## src/rtl/dat_tf_ctrl.sv

```systemverilog
// Transfer sequencer for dat_phys: waits for the CMD response and for the card to
// release DAT0, launches dat_phys, and tracks the transfer to completion, timeout or abort.
module dat_tf_ctrl #(
    parameter int BLOCK_SZ_WIDTH  = 12,
    parameter int BLOCK_CNT_WIDTH = 16,
    parameter int TIMEOUT_WIDTH   = 16
) (
    input  logic                       sd_clk,
    input  logic                       rst,
    input  logic                       tf_start,
    input  logic                       tf_dir,
    input  logic [BLOCK_SZ_WIDTH-1:0]  tf_block_sz,
    input  logic [BLOCK_CNT_WIDTH-1:0] tf_block_cnt,
    input  logic [TIMEOUT_WIDTH-1:0]   timeout_val,
    input  logic                       cmd_done,
    input  logic                       cmd_err,
    input  logic                       abort,
    input  logic                       card_busy,
    input  logic                       dat_phys_busy,
    input  logic                       tf_finished,
    output logic                       write_flag,
    output logic                       read_flag,
    output logic [BLOCK_SZ_WIDTH-1:0]  block_sz,
    output logic [BLOCK_CNT_WIDTH-1:0] block_cnt,
    output logic                       ctrl_busy,
    output logic                       tf_complete,
    output logic [1:0]                 err_code
);

    typedef enum logic [2:0] {
        IDLE, WAIT_CMD, WAIT_CARD, LAUNCH, XFER, DRAIN, DONE, ERR
    } state_t;

    localparam logic [1:0] ERR_TIMEOUT = 2'b01;
    localparam logic [1:0] ERR_CMD     = 2'b10;
    localparam logic [1:0] ERR_ABORT   = 2'b11;

    state_t                     state;
    state_t                     next_state;
    logic                       dir_q;
    logic [TIMEOUT_WIDTH-1:0]   timeout_q;
    logic [TIMEOUT_WIDTH-1:0]   tmo_cnt;
    logic [1:0]                 err_set;
    logic                       tmo_hit;
    logic                       in_wait;

    // A zero timeout value disables the per-state timeout entirely.
    assign tmo_hit = (timeout_q != '0) && (tmo_cnt == timeout_q - TIMEOUT_WIDTH'(1));
    assign in_wait = (state == WAIT_CMD) || (state == WAIT_CARD) || (state == LAUNCH);

    always_comb begin
        next_state = state;
        err_set    = ERR_ABORT;
        case (state)
            IDLE: begin
                if (tf_start)
                    next_state = (tf_block_cnt == '0) ? DONE : WAIT_CMD;
            end
            WAIT_CMD: begin
                if (abort)
                    next_state = dat_phys_busy ? DRAIN : ERR;
                else if (cmd_err) begin
                    next_state = ERR;
                    err_set    = ERR_CMD;
                end else if (cmd_done)
                    next_state = dir_q ? WAIT_CARD : LAUNCH;
                else if (tmo_hit) begin
                    next_state = ERR;
                    err_set    = ERR_TIMEOUT;
                end
            end
            WAIT_CARD: begin
                if (abort)
                    next_state = dat_phys_busy ? DRAIN : ERR;
                else if (!card_busy)
                    next_state = LAUNCH;
                else if (tmo_hit) begin
                    next_state = ERR;
                    err_set    = ERR_TIMEOUT;
                end
            end
            LAUNCH: begin
                if (abort)
                    next_state = dat_phys_busy ? DRAIN : ERR;
                else if (dat_phys_busy)
                    next_state = XFER;
                else if (tmo_hit) begin
                    next_state = ERR;
                    err_set    = ERR_TIMEOUT;
                end
            end
            XFER: begin
                // A read ends when dat_phys goes idle without a tf_finished pulse.
                if (abort)
                    next_state = dat_phys_busy ? DRAIN : ERR;
                else if (tf_finished || !dat_phys_busy)
                    next_state = DONE;
            end
            DRAIN: begin
                if (!dat_phys_busy)
                    next_state = ERR;
            end
            DONE:    next_state = IDLE;
            ERR:     next_state = IDLE;
            default: next_state = IDLE;
        endcase
    end

    always_ff @(posedge sd_clk) begin
        if (rst) begin
            state     <= IDLE;
            dir_q     <= 1'b0;
            block_sz  <= '0;
            block_cnt <= '0;
            timeout_q <= '0;
            tmo_cnt   <= '0;
            err_code  <= 2'b00;
        end else begin
            state <= next_state;
            if (state == IDLE && tf_start) begin
                dir_q     <= tf_dir;
                block_sz  <= tf_block_sz;
                block_cnt <= tf_block_cnt;
                timeout_q <= timeout_val;
                err_code  <= 2'b00;
            end
            if (next_state == ERR)
                err_code <= err_set;
            // Counter restarts on every state change so each wait state gets a full budget.
            if (next_state != state || !in_wait)
                tmo_cnt <= '0;
            else
                tmo_cnt <= tmo_cnt + TIMEOUT_WIDTH'(1);
        end
    end

    assign write_flag  = (state == LAUNCH) && dir_q;
    assign read_flag   = (state == LAUNCH) && !dir_q;
    assign ctrl_busy   = (state != IDLE);
    assign tf_complete = (state == DONE);

endmodule
```

## config.mk

```make
export PLATFORM = sky130hd
export DESIGN_NAME = dat_tf_ctrl
export DESIGN_NICKNAME = d
export VERILOG_FILES = /design/src/rtl/dat_tf_ctrl.sv
export SDC_FILE = /design/constraint.sdc
export NUM_CORES = 1
export LEC_CHECK = 0
export ABC_CLOCK_PERIOD_IN_PS = 2290
export BUFFER_PORTS_ARGS = -buffer_cell sky130_fd_sc_hd__buf_2
export CORE_MARGIN = 8
export CORE_UTILIZATION = 25
export CTS_BUF_LIST = sky130_fd_sc_hd__clkbuf_16
export CTS_CLUSTER_DIAMETER = 120
export CTS_CLUSTER_SIZE = 14
export DETAILED_ROUTE_END_ITERATION = 12
export HOLD_SLACK_MARGIN = 0.02
export PLACE_DENSITY = 0.44
export SYNTH_ARGS = -nofsm -noshare
export SYNTH_HDL_FRONTEND = slang
export SYNTH_SLANG_ARGS = --single-unit
```

## constraint.sdc

```tcl
create_clock -name sd_clk -period 2.29 [get_ports sd_clk]
set_input_delay 0.1145 -clock sd_clk [delete_from_list [all_inputs] [get_ports sd_clk]]
set_output_delay 0.1145 -clock sd_clk [all_outputs]
set_load 0.02 [all_outputs]
```

==> impl_metrics.json <==
{
  "fin_crit_ps": 2390,
  "yosys.area.top_type_share_pct": 40.5,
  "post_drt_wl_per_cell_um": 13.8,
  "die_area_um2": 17000,
  "synthArstFlopShare_pct": 0,
  "drv_slew": 0,
  "syn2layout_area_growth_pct": 45.5,
  "setup_viol": 19,
  "antenna_found_initial": 1,
  "violations": "setup timing",
  "ir_drop_mv": 0.402,
  "routed_wl_um": 10200,
  "vias": 3342,
  "place_ws_ps": -245,
  "htree_levels": 3,
  "vias_per_cell": 4.52,
  "synth_nets": 482,
  "r2r_start": "timeout_q[0]",
  "synth_area_um2": 3260,
  "ys_seq_elements": 66,
  "cp_max_fo": 5,
  "ys_types": 50,
  "port_buffers": 87,
  "drt_first_iter_violations": 164,
  "setup_ws_ps": -104,
  "hpwlAfterDp_um": 7570,
  "fmax_mhz": 418,
  "endpoint_kind": "register",
  "worst-path-buf-inv": 2,
  "grt_pass1_vias": 3442,
  "crit_chain": "inv_4 > ha_4 > nor3b_4 > nand4b_1 > xnor2_2 > a211oi_2 > nand4_1 > o21ai_2 > buf_4 > nand2_4 > a221oi_2",
  "fin_area_um2": 4750,
  "coreArea_um2": 12700,
  "postRouteAntennaNets": 0,
  "power_density_nw_per_um2": 1170,
  "gp_congestion": 0.790,
  "clkSlewWorstSetupHoldPaths_ps": 50,
  "ys_seq_area_share_pct": 40.5,
  "critical_path_class": "reg2reg",
  "io_pins": 88,
  "clk_latency_ps": 330,
  "synth-edff-count": 0,
  "hold_start": "tf_block_sz[9]",
  "worstHoldPathType": "in2reg",
  "drive_above_1_share_pct": 30.9,
  "crit_family": "simple AND/OR/NAND/NOR gates",
  "cp.required_ps": 2530,
  "first_pass_iters": 4,
  "layout.nets": 619,
  "cts_tree": "built",
  "rsz0062_at_grt": "yes",
  "yosys.area.top_type": "dfxtp_1",
  "place_area_um2": 4180,
  "grt.overflow.total": 0,
  "p_leak_nw": 1.99,
  "max-cap-violations": 0,
  "power.total_mw": 5.55,
  "status": "finished, violations left",
  "cpPeakStageDelay_ps": 360,
  "layout_common_cells": "112 x nand2_1, 87 x buf_2, 63 x dfxtp_1",
  "drcViolationCount": 0,
  "period_share_pct": 105,
  "crit_start": "timeout_q[0]",
  "ys_warn_count": 0,
  "die_h_um": 130,
  "syn_area_per_cell_um2": 7.67,
  "grt_usage_pct": 12.6,
  "synthCells": 425,
  "maxSlewHeadroom_pct": 56.9,
  "num_rows": 41,
  "layout_commonest_cell": "nand2_1",
  "die_w_um": 130,
  "skew_ps": 2.77,
  "initial_core_util_pct": 25.7,
  "worst_pin_slew_ps": 630,
  "grt_max_degree": 48,
  "diodes": 0,
  "cts-root-buf": "clkbuf_16",
  "synth_ff_type": "dfxtp_1",
  "clockBufferDepth": 2,
  "cts_buffers": 9,
  "fillers": 1326,
  "grt_pass1_wl_um": 16700,
  "cts_sinks": 66,
  "startpoint_type": "register",
  "ys_top_cells_by_area": "dfxtp_1 41%, nand2_1 13%, a21oi_1 8.6%",
  "hold_viol": 0,
  "slowest_stage": "dfxtp_4",
  "cp_data_arrival_time_ps": 2640
}
## cell usage after synthesis (3+ instances only)
library cell    n
nor4b_1         3
nand4_1         4
nand3_1        11
nor4_1          5
and3_1          7
xnor2_1        18
xor2_1         17
dfxtp_1        66
o21ai_1         4
a21oi_1        56
clkbuf_1       20
and2_1          3
nor3_1          7
inv_1           6
a211oi_1        3
nand2_1       113
nor2_1         31
ha_1            3
nor2b_1         8
## final cells by class
type | instances | area (um^2) | share of cell area [%]
Clock buffer | 9 | 225 | 4.75
Inverter | 6 | 25.0 | 0.527
Clock inverter | 7 | 61.3 | 1.29
Timing Repair Buffer | 148 | 943 | 19.9
Sequential cell | 66 | 1330 | 28.0
Multi-Input combinational cell | 331 | 1950 | 41.0
Tap cell | 172 | 215 | 4.53
## sequential cells by signal, summed over array words and instances, names as in the netlist
register	flops
block_sz	12
tmo_cnt	16
dir_q	1
timeout_q	16
block_cnt	16
state	3
err_code	2
## logic make-up after synthesis
family / count (synthesis) / share of synthesized area [%]
adders and majority gates: 3 / 1.15
buffers and inverters: 28 / 3.45
DFF: 66 / 40.5
xor gates and xnor gates: 35 / 9.40
AOI/OAI and AO/OA: 83 / 14.7
and+or+nand+nor: 208 / 30.1
muxes: 2 / 0.614
## routing by layer
metal  vias to the layer above  wire length, um  global-route usage (%)
met2                        80             4820                    21.0
met1                      1536             4610                    14.7
met3                         9              624                    3.96
met4                         2              148                    5.12
li1                       1715                -                       -
met5                         -               16                       0
## what timing repair did
action	in CTS	in global routing
endpoints found under the hold margin	15	0
setup buffers	1	1
pin swaps	7	4
gates resized for setup	15	9
hold buffers	15	0
endpoints found under the setup margin	19	21
## report_power, final
part           switching, mW  total, mW  internal (mW)
registers              0.207       1.59           1.38
clock network          0.495       1.32          0.828
logic                   1.45       2.64           1.18
total                   2.16       5.55           3.39
## metrics by stage
step                      TNS [ps]  hold slack, ps  cells  utilization (%)
after floorplan                  0             243    425                -
after global placement       -2040             356    706             33.0
after detailed placement     -4220             362    706             33.0
after CTS                    -1590            20.0    738             37.0
after global routing         -4340            28.4    739             37.5
final                        -1120            26.8    739             37.5
## final timing paths
| check | to | slack (ps) | cells after the start |
|---|---|---|---|
| max | err_code[1] | -100 | 11 |
| min | block_sz[9] | 30 | 3 |
| max reg2reg | err_code[1] | -100 | 11 |
| min reg2reg | block_sz[9] | 450 | 2 |
## worst min-delay path, cell delays in order
cell and delay, ps:
buf_2 90, nand2_1 50, a21oi_1 50
(Power assumes the default switching activity.)
